`config.mk`:
```
export PLATFORM = sky130hd
export DESIGN_NAME = uart_echo_core
export DESIGN_NICKNAME = d
export VERILOG_FILES = /design/src/rtl/uart_echo_core.sv
export SDC_FILE = /design/constraint.sdc
export NUM_CORES = 1
export LEC_CHECK = 0
export CAP_MARGIN = 15
export CORE_ASPECT_RATIO = 1.2
export CORE_UTILIZATION = 45
export CTS_CLUSTER_DIAMETER = 80
export CTS_CLUSTER_SIZE = 14
export DETAILED_ROUTE_END_ITERATION = 8
export DONT_BUFFER_PORTS = 1
export GPL_TIMING_DRIVEN = 0
export PLACE_DENSITY = 0.61
export REMOVE_ABC_BUFFERS = 1
export SETUP_SLACK_MARGIN = 0.05
export SLEW_MARGIN = 30
export SYNTH_ARGS = -nofsm -noshare
export SYNTH_HDL_FRONTEND = slang
export SYNTH_SLANG_ARGS = --single-unit
```
`constraint.sdc`:
```
create_clock -name clock -period 3 [get_ports clock]
set_input_delay 0.75 -clock clock [delete_from_list [all_inputs] [get_ports clock]]
set_output_delay 0.75 -clock clock [all_outputs]
set_load 0.05 [all_outputs]
```
`src/rtl/uart_echo_core.sv`:
```
// UART echo core: 8N1 receiver feeding a small FIFO that drains into an 8N1 transmitter.
// Serial input is ignored, and tx held idle, until a fixed boot delay after reset release.
module uart_echo_core #(
    parameter int BIT_CLKS    = 16,
    parameter int BOOT_CYCLES = 1000,
    parameter int FIFO_DEPTH  = 4
) (
    input  logic clock,
    input  logic resetb,
    input  logic rx,
    output logic tx,
    output logic ready,
    output logic framing_err,
    output logic overrun
);

    localparam int          AW        = (FIFO_DEPTH > 1) ? $clog2(FIFO_DEPTH) : 1;
    localparam int          BOOT_W    = (BOOT_CYCLES > 1) ? $clog2(BOOT_CYCLES + 1) : 1;
    localparam logic [10:0] BIT_LAST  = 11'(BIT_CLKS - 1);
    localparam logic [10:0] HALF_LAST = 11'((BIT_CLKS / 2) - 1);
    localparam logic [BOOT_W-1:0] BOOT_LAST = BOOT_W'(BOOT_CYCLES - 1);
    localparam logic [AW:0] PTR_ONE   = (AW + 1)'(1);

    typedef enum logic [1:0] {
        RX_IDLE  = 2'd0,
        RX_START = 2'd1,
        RX_DATA  = 2'd2,
        RX_STOP  = 2'd3
    } rx_state_e;

    typedef enum logic [1:0] {
        TX_IDLE  = 2'd0,
        TX_START = 2'd1,
        TX_DATA  = 2'd2,
        TX_STOP  = 2'd3
    } tx_state_e;

    logic              rx_meta_q;
    logic              rx_sync_q;
    logic [BOOT_W-1:0] boot_cnt_q;
    logic              ready_q;

    rx_state_e         rx_state_q;
    logic [10:0]       rx_cnt_q;
    logic [2:0]        rx_idx_q;
    logic [7:0]        rx_shreg_q;
    logic              framing_err_q;
    logic              overrun_q;

    tx_state_e         tx_state_q;
    logic [10:0]       tx_cnt_q;
    logic [2:0]        tx_idx_q;
    logic [7:0]        tx_shreg_q;
    logic              tx_q;

    logic [7:0]        mem_q [FIFO_DEPTH];
    logic [AW:0]       wr_ptr_q;
    logic [AW:0]       rd_ptr_q;
    logic              fifo_empty_s;
    logic              fifo_full_s;

    assign fifo_empty_s = (wr_ptr_q == rd_ptr_q);
    assign fifo_full_s  = (wr_ptr_q[AW] != rd_ptr_q[AW]) &&
                          (wr_ptr_q[AW-1:0] == rd_ptr_q[AW-1:0]);

    assign tx          = tx_q;
    assign ready       = ready_q;
    assign framing_err = framing_err_q;
    assign overrun     = overrun_q;

    // Two-flop synchronizer for the asynchronous serial input, idling high.
    always_ff @(posedge clock or negedge resetb) begin
        if (!resetb) begin
            rx_meta_q <= 1'b1;
            rx_sync_q <= 1'b1;
        end else begin
            rx_meta_q <= rx;
            rx_sync_q <= rx_meta_q;
        end
    end

    // Boot delay: ready latches high after the count completes.
    always_ff @(posedge clock or negedge resetb) begin
        if (!resetb) begin
            boot_cnt_q <= '0;
            ready_q    <= 1'b0;
        end else if (!ready_q) begin
            if (boot_cnt_q == BOOT_LAST) begin
                ready_q <= 1'b1;
            end else begin
                boot_cnt_q <= boot_cnt_q + BOOT_W'(1);
            end
        end else begin
            ready_q <= 1'b1;
        end
    end

    // Receiver FSM; owns the FIFO write side and the error pulses.
    always_ff @(posedge clock or negedge resetb) begin
        if (!resetb) begin
            rx_state_q    <= RX_IDLE;
            rx_cnt_q      <= 11'd0;
            rx_idx_q      <= 3'd0;
            rx_shreg_q    <= 8'h00;
            framing_err_q <= 1'b0;
            overrun_q     <= 1'b0;
            wr_ptr_q      <= '0;
            for (int i = 0; i < FIFO_DEPTH; i++) begin
                mem_q[i] <= 8'h00;
            end
        end else begin
            framing_err_q <= 1'b0;
            overrun_q     <= 1'b0;
            case (rx_state_q)
                RX_IDLE: begin
                    rx_cnt_q <= 11'd0;
                    if (ready_q && !rx_sync_q) begin
                        rx_state_q <= RX_START;
                    end else begin
                        rx_state_q <= RX_IDLE;
                    end
                end
                RX_START: begin
                    // Mid-start recheck rejects short glitches without flagging an error.
                    if (rx_cnt_q == HALF_LAST) begin
                        rx_cnt_q   <= 11'd0;
                        rx_idx_q   <= 3'd0;
                        rx_state_q <= rx_sync_q ? RX_IDLE : RX_DATA;
                    end else begin
                        rx_cnt_q <= rx_cnt_q + 11'd1;
                    end
                end
                RX_DATA: begin
                    if (rx_cnt_q == BIT_LAST) begin
                        rx_cnt_q   <= 11'd0;
                        rx_shreg_q <= {rx_sync_q, rx_shreg_q[7:1]};
                        if (rx_idx_q == 3'd7) begin
                            rx_state_q <= RX_STOP;
                        end else begin
                            rx_idx_q <= rx_idx_q + 3'd1;
                        end
                    end else begin
                        rx_cnt_q <= rx_cnt_q + 11'd1;
                    end
                end
                RX_STOP: begin
                    if (rx_cnt_q == BIT_LAST) begin
                        rx_cnt_q   <= 11'd0;
                        rx_state_q <= RX_IDLE;
                        if (!rx_sync_q) begin
                            framing_err_q <= 1'b1;
                        end else if (fifo_full_s) begin
                            overrun_q <= 1'b1;
                        end else begin
                            mem_q[wr_ptr_q[AW-1:0]] <= rx_shreg_q;
                            wr_ptr_q                <= wr_ptr_q + PTR_ONE;
                        end
                    end else begin
                        rx_cnt_q <= rx_cnt_q + 11'd1;
                    end
                end
                default: begin
                    rx_state_q <= RX_IDLE;
                    rx_cnt_q   <= 11'd0;
                end
            endcase
        end
    end

    // Transmitter FSM; owns the FIFO read side. A queued byte is taken straight
    // from the end of a stop bit so consecutive frames have no idle gap.
    always_ff @(posedge clock or negedge resetb) begin
        if (!resetb) begin
            tx_state_q <= TX_IDLE;
            tx_cnt_q   <= 11'd0;
            tx_idx_q   <= 3'd0;
            tx_shreg_q <= 8'h00;
            tx_q       <= 1'b1;
            rd_ptr_q   <= '0;
        end else begin
            case (tx_state_q)
                TX_IDLE: begin
                    tx_cnt_q <= 11'd0;
                    if (ready_q && !fifo_empty_s) begin
                        tx_shreg_q <= mem_q[rd_ptr_q[AW-1:0]];
                        rd_ptr_q   <= rd_ptr_q + PTR_ONE;
                        tx_q       <= 1'b0;
                        tx_state_q <= TX_START;
                    end else begin
                        tx_q <= 1'b1;
                    end
                end
                TX_START: begin
                    if (tx_cnt_q == BIT_LAST) begin
                        tx_cnt_q   <= 11'd0;
                        tx_idx_q   <= 3'd0;
                        tx_q       <= tx_shreg_q[0];
                        tx_state_q <= TX_DATA;
                    end else begin
                        tx_cnt_q <= tx_cnt_q + 11'd1;
                    end
                end
                TX_DATA: begin
                    if (tx_cnt_q == BIT_LAST) begin
                        tx_cnt_q <= 11'd0;
                        if (tx_idx_q == 3'd7) begin
                            tx_q       <= 1'b1;
                            tx_state_q <= TX_STOP;
                        end else begin
                            tx_q       <= tx_shreg_q[1];
                            tx_shreg_q <= {1'b0, tx_shreg_q[7:1]};
                            tx_idx_q   <= tx_idx_q + 3'd1;
                        end
                    end else begin
                        tx_cnt_q <= tx_cnt_q + 11'd1;
                    end
                end
                TX_STOP: begin
                    if (tx_cnt_q == BIT_LAST) begin
                        tx_cnt_q <= 11'd0;
                        if (!fifo_empty_s) begin
                            tx_shreg_q <= mem_q[rd_ptr_q[AW-1:0]];
                            rd_ptr_q   <= rd_ptr_q + PTR_ONE;
                            tx_q       <= 1'b0;
                            tx_state_q <= TX_START;
                        end else begin
                            tx_state_q <= TX_IDLE;
                        end
                    end else begin
                        tx_cnt_q <= tx_cnt_q + 11'd1;
                    end
                end
                default: begin
                    tx_state_q <= TX_IDLE;
                    tx_q       <= 1'b1;
                end
            endcase
        end
    end

endmodule

```
==> results.json, run 1 <==
{
  "final_util_pct": 50.7,
  "fmax_mhz": 383,
  "p_per_area_nw_per_um2": 489,
  "final_hold_viol_count": 0,
  "cp_data_arrival_time_ns": 2.83,
  "die-area_um2": 11400,
  "maxCapViolCount": 0,
  "initialDrtViolationCount": 217,
  "synth_top_cell_by_area": "dfrtp_1",
  "yosys.area.top_type_share_pct": 50.3,
  "syn_area_per_cell_um2": 12.2,
  "grt_max_degree": 103,
  "drc": 0,
  "cts_hold_buf": 0,
  "wl_um": 8420,
  "cts_inserted_buffers": 9,
  "rsz0062_at_grt": "no",
  "drv_slew": 0,
  "period_share_pct": 87.1,
  "htree_levels": 3,
  "path_class": "register to register",
  "synth_ff_type": "dfrtp_1",
  "ys_warn_count": 0,
  "clk_pin_slew_ns": 0.07,
  "synth_commonest_cells": "99 x dfrtp_1, 52 x mux2_2, 37 x nand2_1, 29 x nor2_1, 22 x xnor2_1",
  "cpMaxStageDelayCell": "nor4_4",
  "fp.dieH_um": 117,
  "tns_ns": 0,
  "critPathMaxFanout": 10,
  "synth-seq-cells": 102,
  "grt_usage_pct": 16.4,
  "finalCriticalPeriod_ns": 2.61,
  "routedWlPerCell_um": 15.6,
  "worst_slack_ns": 0.388,
  "detailedPlace.worstSlack_ns": 0.365,
  "required_ns": 3.22,
  "crit_path_end_kind": "register",
  "drive_gt1_share_pct": 21.5,
  "layout.nets": 426,
  "peakVddDrop_uv": 224,
  "die_w_um": 97.5,
  "cts_setup_buffers": 0,
  "skew_ns": 0.00539,
  "pin_count": 7,
  "cts_root_buf": "clkbuf_16",
  "grt_first_pass_wirelength_um": 15000,
  "synth.area.top_cells": "dfrtp_1 50%, mux2_2 12%, ha_1 4.6%",
  "vias": 3003,
  "hold_path.class": "primary input to asynchronous set/reset pin",
  "cp-start-kind": "register",
  "relSlewSlack_pct": 51.4,
  "tritoncts": "built",
  "clk_latency_ns": 0.34,
  "crit_path_cell_trace": "or4_4, nor4_4, nand3_2, mux2_2",
  "rrSetupSlack_ns": 0.39,
  "syn_inst": 404,
  "drtAntennaViolNets": 0,
  "routabilityCongestion": 0.774,
  "place.detailed.hpwl_um": 5660,
  "clk_path_buf_depth": 2,
  "synth_cell_types": 50,
  "rows": 41,
  "ys_seq_area_share_pct": 51.9,
  "tightest_slew_ns": 0.729,
  "grt_pass1_vias": 3124,
  "diodes": 0,
  "grt_antenna_before_repair": 0,
  "design.core.area_um2": 10600,
  "grt.overflow.total": 0,
  "status": "complete, no violations",
  "initial_utilization_pct": 46.6,
  "drtPass1Iterations": 4,
  "critPathMaxStageDelay_ns": 0.63,
  "cts_resized": 0,
  "cts.sinks": 102,
  "post-synth-top-count-cell": "dfrtp_1",
  "async_reset_ff_share_pct": 100,
  "io_buffers": 0,
  "synth_area_um2": 4920,
  "finalSetupViolCount": 0,
  "avgViaCountPerCell": 5.57,
  "leakage_nw": 2.42,
  "fin_hold_ws_ns": 0.101,
  "synth_edf_count": 0,
  "area_delta_synth_final_pct": 8.85
}
## cells in the final DEF, fill, tap and decap left out, types with 3 or more instances in the layout
master	n
nor2_1	29
ha_1	18
nand3_1	10
dfrtp_1	99
inv_1	18
nor3_1	9
o2bb2ai_1	3
o311ai_0	5
nand3_2	4
nand2_1	37
mux2_2	52
clkbuf_16	9
xor2_1	14
a31oi_1	5
xnor2_1	22
o21ai_0	5
dfstp_2	3
nand4_1	10
a21oi_1	5
mux4_2	8
## layer usage
layer | wire (um) | global-route usage [%] | up-vias
met2 | 4190 | 28.3 | 27
met1 | 3910 | 20.9 | 1520
met3 | 186 | 3.11 | 12
li1 | - | - | 1444
met4 | 126 | 5.88 | 0
met5 | 0 | 0 | -
## sequential cells by signal, indices dropped and copies added, names as in the netlist, 8 cells and up, named ones only
name / count
tx_cnt_q: 11
mem_q: 32
rx_cnt_q: 11
rx_shreg_q: 8
boot_cnt_q: 10
tx_shreg_q: 8
## area by class of cell
type / instances / area, um2
fill: 927 / 5210
multi-input combinational: 274 / 2260
clock buffer: 11 / 233
sequential: 102 / 2560
inverter: 18 / 67.6
clock inverter: 5 / 82.6
tap: 129 / 161
## stage by stage
stage,instance area (um2),power [mW],cells
after floorplan,4880,1.40,394
after global placement,5040,1.41,523
after detailed placement,5040,1.41,523
after CTS,5360,2.65,539
after global routing,5360,2.70,539
final,5360,2.62,539
## power breakdown
part | internal, mW | total (mW) | switching (mW)
clock | 0.735 | 1.24 | 0.503
sequential | 1.38 | 1.38 | 0.00167
combinational | 0.0000311 | 0.0000320 | 0
total | 2.11 | 2.62 | 0.505
## logic make-up after synthesis
kind of cell               Yosys count  synth area share [%]
buffers and inverters               28                  2.21
DFF                                102                  51.9
xor gates and xnor gates            36                  6.41
and+or+nand+nor                    117                  12.5
muxes                               62                  16.0
AOI/OAI and AO/OA                   41                  6.41
adders and majority gates           18                  4.58
## critical path: cells and delay by family, from the launching register on
family	cells	cell delay (ns)
DFF	1	0.44
muxes	1	0.39
and+or+nand+nor	3	1.66
## worst paths after layout
path,startpoint,end,cells past startpoint
setup / recovery,rx_cnt_q[5],mem_q[0],4
hold / removal,resetb,boot_cnt_q[7],0
setup reg to reg,rx_cnt_q[5],mem_q[0],4
hold reg to reg,rx_meta_q,rx_sync_q,0
max in group asynchronous,resetb,tx,0
min in group clock,rx_meta_q,rx_sync_q,0
No activity file was read; power rests on OpenSTA's default activity.
==> run 2: changes to the inputs <==
--- a/config.mk
+++ b/config.mk
@@ -8,7 +8,7 @@
 export CAP_MARGIN = 15
 export CORE_ASPECT_RATIO = 1.2
 export CORE_UTILIZATION = 45
-export CTS_CLUSTER_DIAMETER = 80
+export CTS_CLUSTER_DIAMETER = 100
 export CTS_CLUSTER_SIZE = 14
 export DETAILED_ROUTE_END_ITERATION = 8
 export DONT_BUFFER_PORTS = 1
==> constraint.sdc (replaced) <==
create_clock -name clock -period 3 [get_ports clock]
set_input_delay 0.75 -clock clock [delete_from_list [all_inputs] [get_ports clock]]
set_output_delay 0.75 -clock clock [all_outputs]
set_load 0.01 [all_outputs]
==> results of run 2 <==
Final layout, timing and power as in run 1 (identical DEF).
==> run 3: changes to the inputs <==
--- a/config.mk
+++ b/config.mk
@@ -8,11 +8,12 @@
 export CAP_MARGIN = 15
 export CORE_ASPECT_RATIO = 1.2
 export CORE_UTILIZATION = 45
-export CTS_CLUSTER_DIAMETER = 100
+export CTS_CLUSTER_DIAMETER = 30
 export CTS_CLUSTER_SIZE = 14
 export DETAILED_ROUTE_END_ITERATION = 8
 export DONT_BUFFER_PORTS = 1
 export GPL_TIMING_DRIVEN = 0
+export MAX_ROUTING_LAYER = met4
 export PLACE_DENSITY = 0.61
 export REMOVE_ABC_BUFFERS = 1
 export SETUP_SLACK_MARGIN = 0.05
==> constraint.sdc (replaced) <==
create_clock -name clock -period 3 [get_ports clock]
set_input_delay 0.75 -clock clock [delete_from_list [all_inputs] [get_ports clock]]
set_output_delay 0.75 -clock clock [all_outputs]
set_load 0.05 [all_outputs]
==> run 3 against run 2 <==
  * Sequential cell count unchanged
  * Sequential power about the same
  * Core utilization unchanged
  * Clock power about the same
  * Sequential share of layout area unchanged
  * Total power down 0.20%
  * Largest cell class unchanged
  * Non-clock buffer count unchanged
  * Highest routed layer unchanged
  * First-iteration DRC count down 0.46%
  * Worst hold slack better by 0.0019 ns
  * Final cell count unchanged
  * Via count about the same
  * Setup slack worse by 0.0018 ns
==> results.json, run 3 (synthesis results as in run 1) <==
{
  "finalCriticalPeriod_ns": 2.61,
  "top_regs": "mem_q x32, rx_cnt_q x11, tx_cnt_q x11",
  "period_share_pct": 87.1,
  "relSlewSlack_pct": 51.3,
  "grt_antenna_before_repair": 0,
  "cts_hold_buf": 0,
  "clk_pin_slew_ns": 0.07,
  "vias": 3004,
  "dr_wl_met2_um": 4180,
  "maxCapViolCount": 0,
  "path_class": "register to register",
  "crit_start": "rx_cnt_q[5]",
  "cts_resized": 0,
  "p_clk_share_pct": 47.2,
  "io_buffers": 0,
  "drc": 0,
  "wl_met1_um": 3890,
  "r2r_start": "rx_cnt_q[5]",
  "largest_register_ffs": 32,
  "skew_ns": 0.00579,
  "fillCellCount": 927,
  "layout.nets": 426,
  "top_layer": "met4",
  "crit_path_end_kind": "register",
  "drive_gt1_share_pct": 21.5,
  "initial_utilization_pct": 46.6,
  "cp_data_arrival_time_ns": 2.83,
  "p_per_area_nw_per_um2": 488,
  "area_delta_synth_final_pct": 8.85,
  "p_sw_share_pct": 19.1,
  "cts_inserted_buffers": 9,
  "wl_met3_um": 206,
  "rsz0062_at_grt": "no",
  "critPathMaxFanout": 10,
  "final_hold_viol_count": 0,
  "placed_area_um2": 5040,
  "drv_slew": 0,
  "p_comb_share_pct": 0,
  "cts_setup_buffers": 0,
  "layout_commonest_cell": "dfrtp_1",
  "routabilityCongestion": 0.785,
  "routedWlPerCell_um": 15.6,
  "layout_common_cells": "99 x dfrtp_1, 52 x mux2_2, 37 x nand2_1",
  "tns_ns": 0,
  "tightest_slew_ns": 0.730,
  "fp.dieH_um": 117,
  "cp-start-kind": "register",
  "drtAntennaViolNets": 0,
  "htree_levels": 3,
  "grt_pass1_vias": 3120,
  "largest-register": "mem_q",
  "clk_path_buf_depth": 2,
  "grt_usage_pct": 16.9,
  "rows": 41,
  "fmax_mhz": 383,
  "cts.sinks": 102,
  "grt_first_pass_wirelength_um": 15000,
  "finalSetupViolCount": 0,
  "diodes": 0,
  "design.core.area_um2": 10600,
  "initialDrtViolationCount": 216,
  "grt_max_degree": 103,
  "tritoncts": "built",
  "switchingPower_uw": 500,
  "p_seq_share_pct": 52.8,
  "required_ns": 3.22,
  "clk_latency_ns": 0.34,
  "p_int_mw": 2.11,
  "drtPass1Iterations": 6,
  "wl_um": 8400,
  "place.detailed.hpwl_um": 5660,
  "leakage_nw": 2.42,
  "status": "complete, no violations",
  "hold_path.class": "primary input to asynchronous set/reset pin",
  "die-area_um2": 11400,
  "post-route-cell-area_um2": 5360,
  "grt.overflow.total": 0,
  "avgViaCountPerCell": 5.57,
  "peakVddDrop_uv": 223,
  "cts_root_buf": "clkbuf_16",
  "die_w_um": 97.5,
  "pin_count": 7
}
==> run 3: cell counts in the layout (fill, tap and decap cells not counted) <==
No cell type changed its count.
==> run 3: metrics by stage <==
| step | hold slack (ns) | std cells | setup slack, ns | power (mW) | utilization, % |
|---|---|---|---|---|---|
| after detailed placement | 0.347 | 523 | 0.365 | 1.41 | 47.7 |
| after floorplan | 0.345 | 394 | 0.728 | 1.40 | - |
| final | 0.103 | 539 | 0.386 | 2.61 | 50.7 |
| after global placement | 0.346 | 523 | 0.372 | 1.41 | 47.7 |
| after global routing | 0.0870 | 539 | 0.262 | 2.70 | 50.7 |
| after CTS | 0.0886 | 539 | 0.349 | 2.65 | 50.7 |
==> run 3: worst max-delay path, cell delays in order, from the launching register on <==
cell and delay [ns]:
dfrtp_1 0.44, or4_4 0.59, nor4_4 0.63, nand3_2 0.44, mux2_2 0.39
==> run 3: power groups by stage <==
stage	sequential [mW]	combinational, mW	clock, mW
2_1_floorplan	1.40	0.0000319	0
3_3_place_gp	1.41	0.0000320	0
3_5_place_dp	1.41	0.0000320	0
4_1_cts	1.38	0.0000320	1.27
5_1_grt	1.38	0.0000320	1.32
6_report	1.38	0.0000320	1.23
==> run 3: metal layers <==
metal  vias up  GRT usage, %
met5         -             -
met4         0          5.59
met3         9          3.11
met2        36          28.3
met1      1511          20.8
li1       1448             -
==> run 3: cell type report <==
cell class              count  area, um2  area share (%)
inverters                  18       67.6            1.26
clock buffers              11        233            4.34
clock inverters             5       82.6            1.54
multi-input cells         274       2260            42.1
flip-flops and latches    102       2560            47.7
well taps                 129        161            3.01
==> run 3: path summary, 6_finish.rpt <==
kind | slack [ns] | end | cells past startpoint
worst max-delay path | 0.39 | mem_q[0] | 4
worst min-delay path | 0.10 | boot_cnt_q[7] | 0
worst max register to register | 0.39 | mem_q[0] | 4
worst min register to register | 0.36 | rx_sync_q | 0
max in group asynchronous | 2.70 | rx_sync_q | 0
min in group clock | 0.36 | rx_sync_q | 0
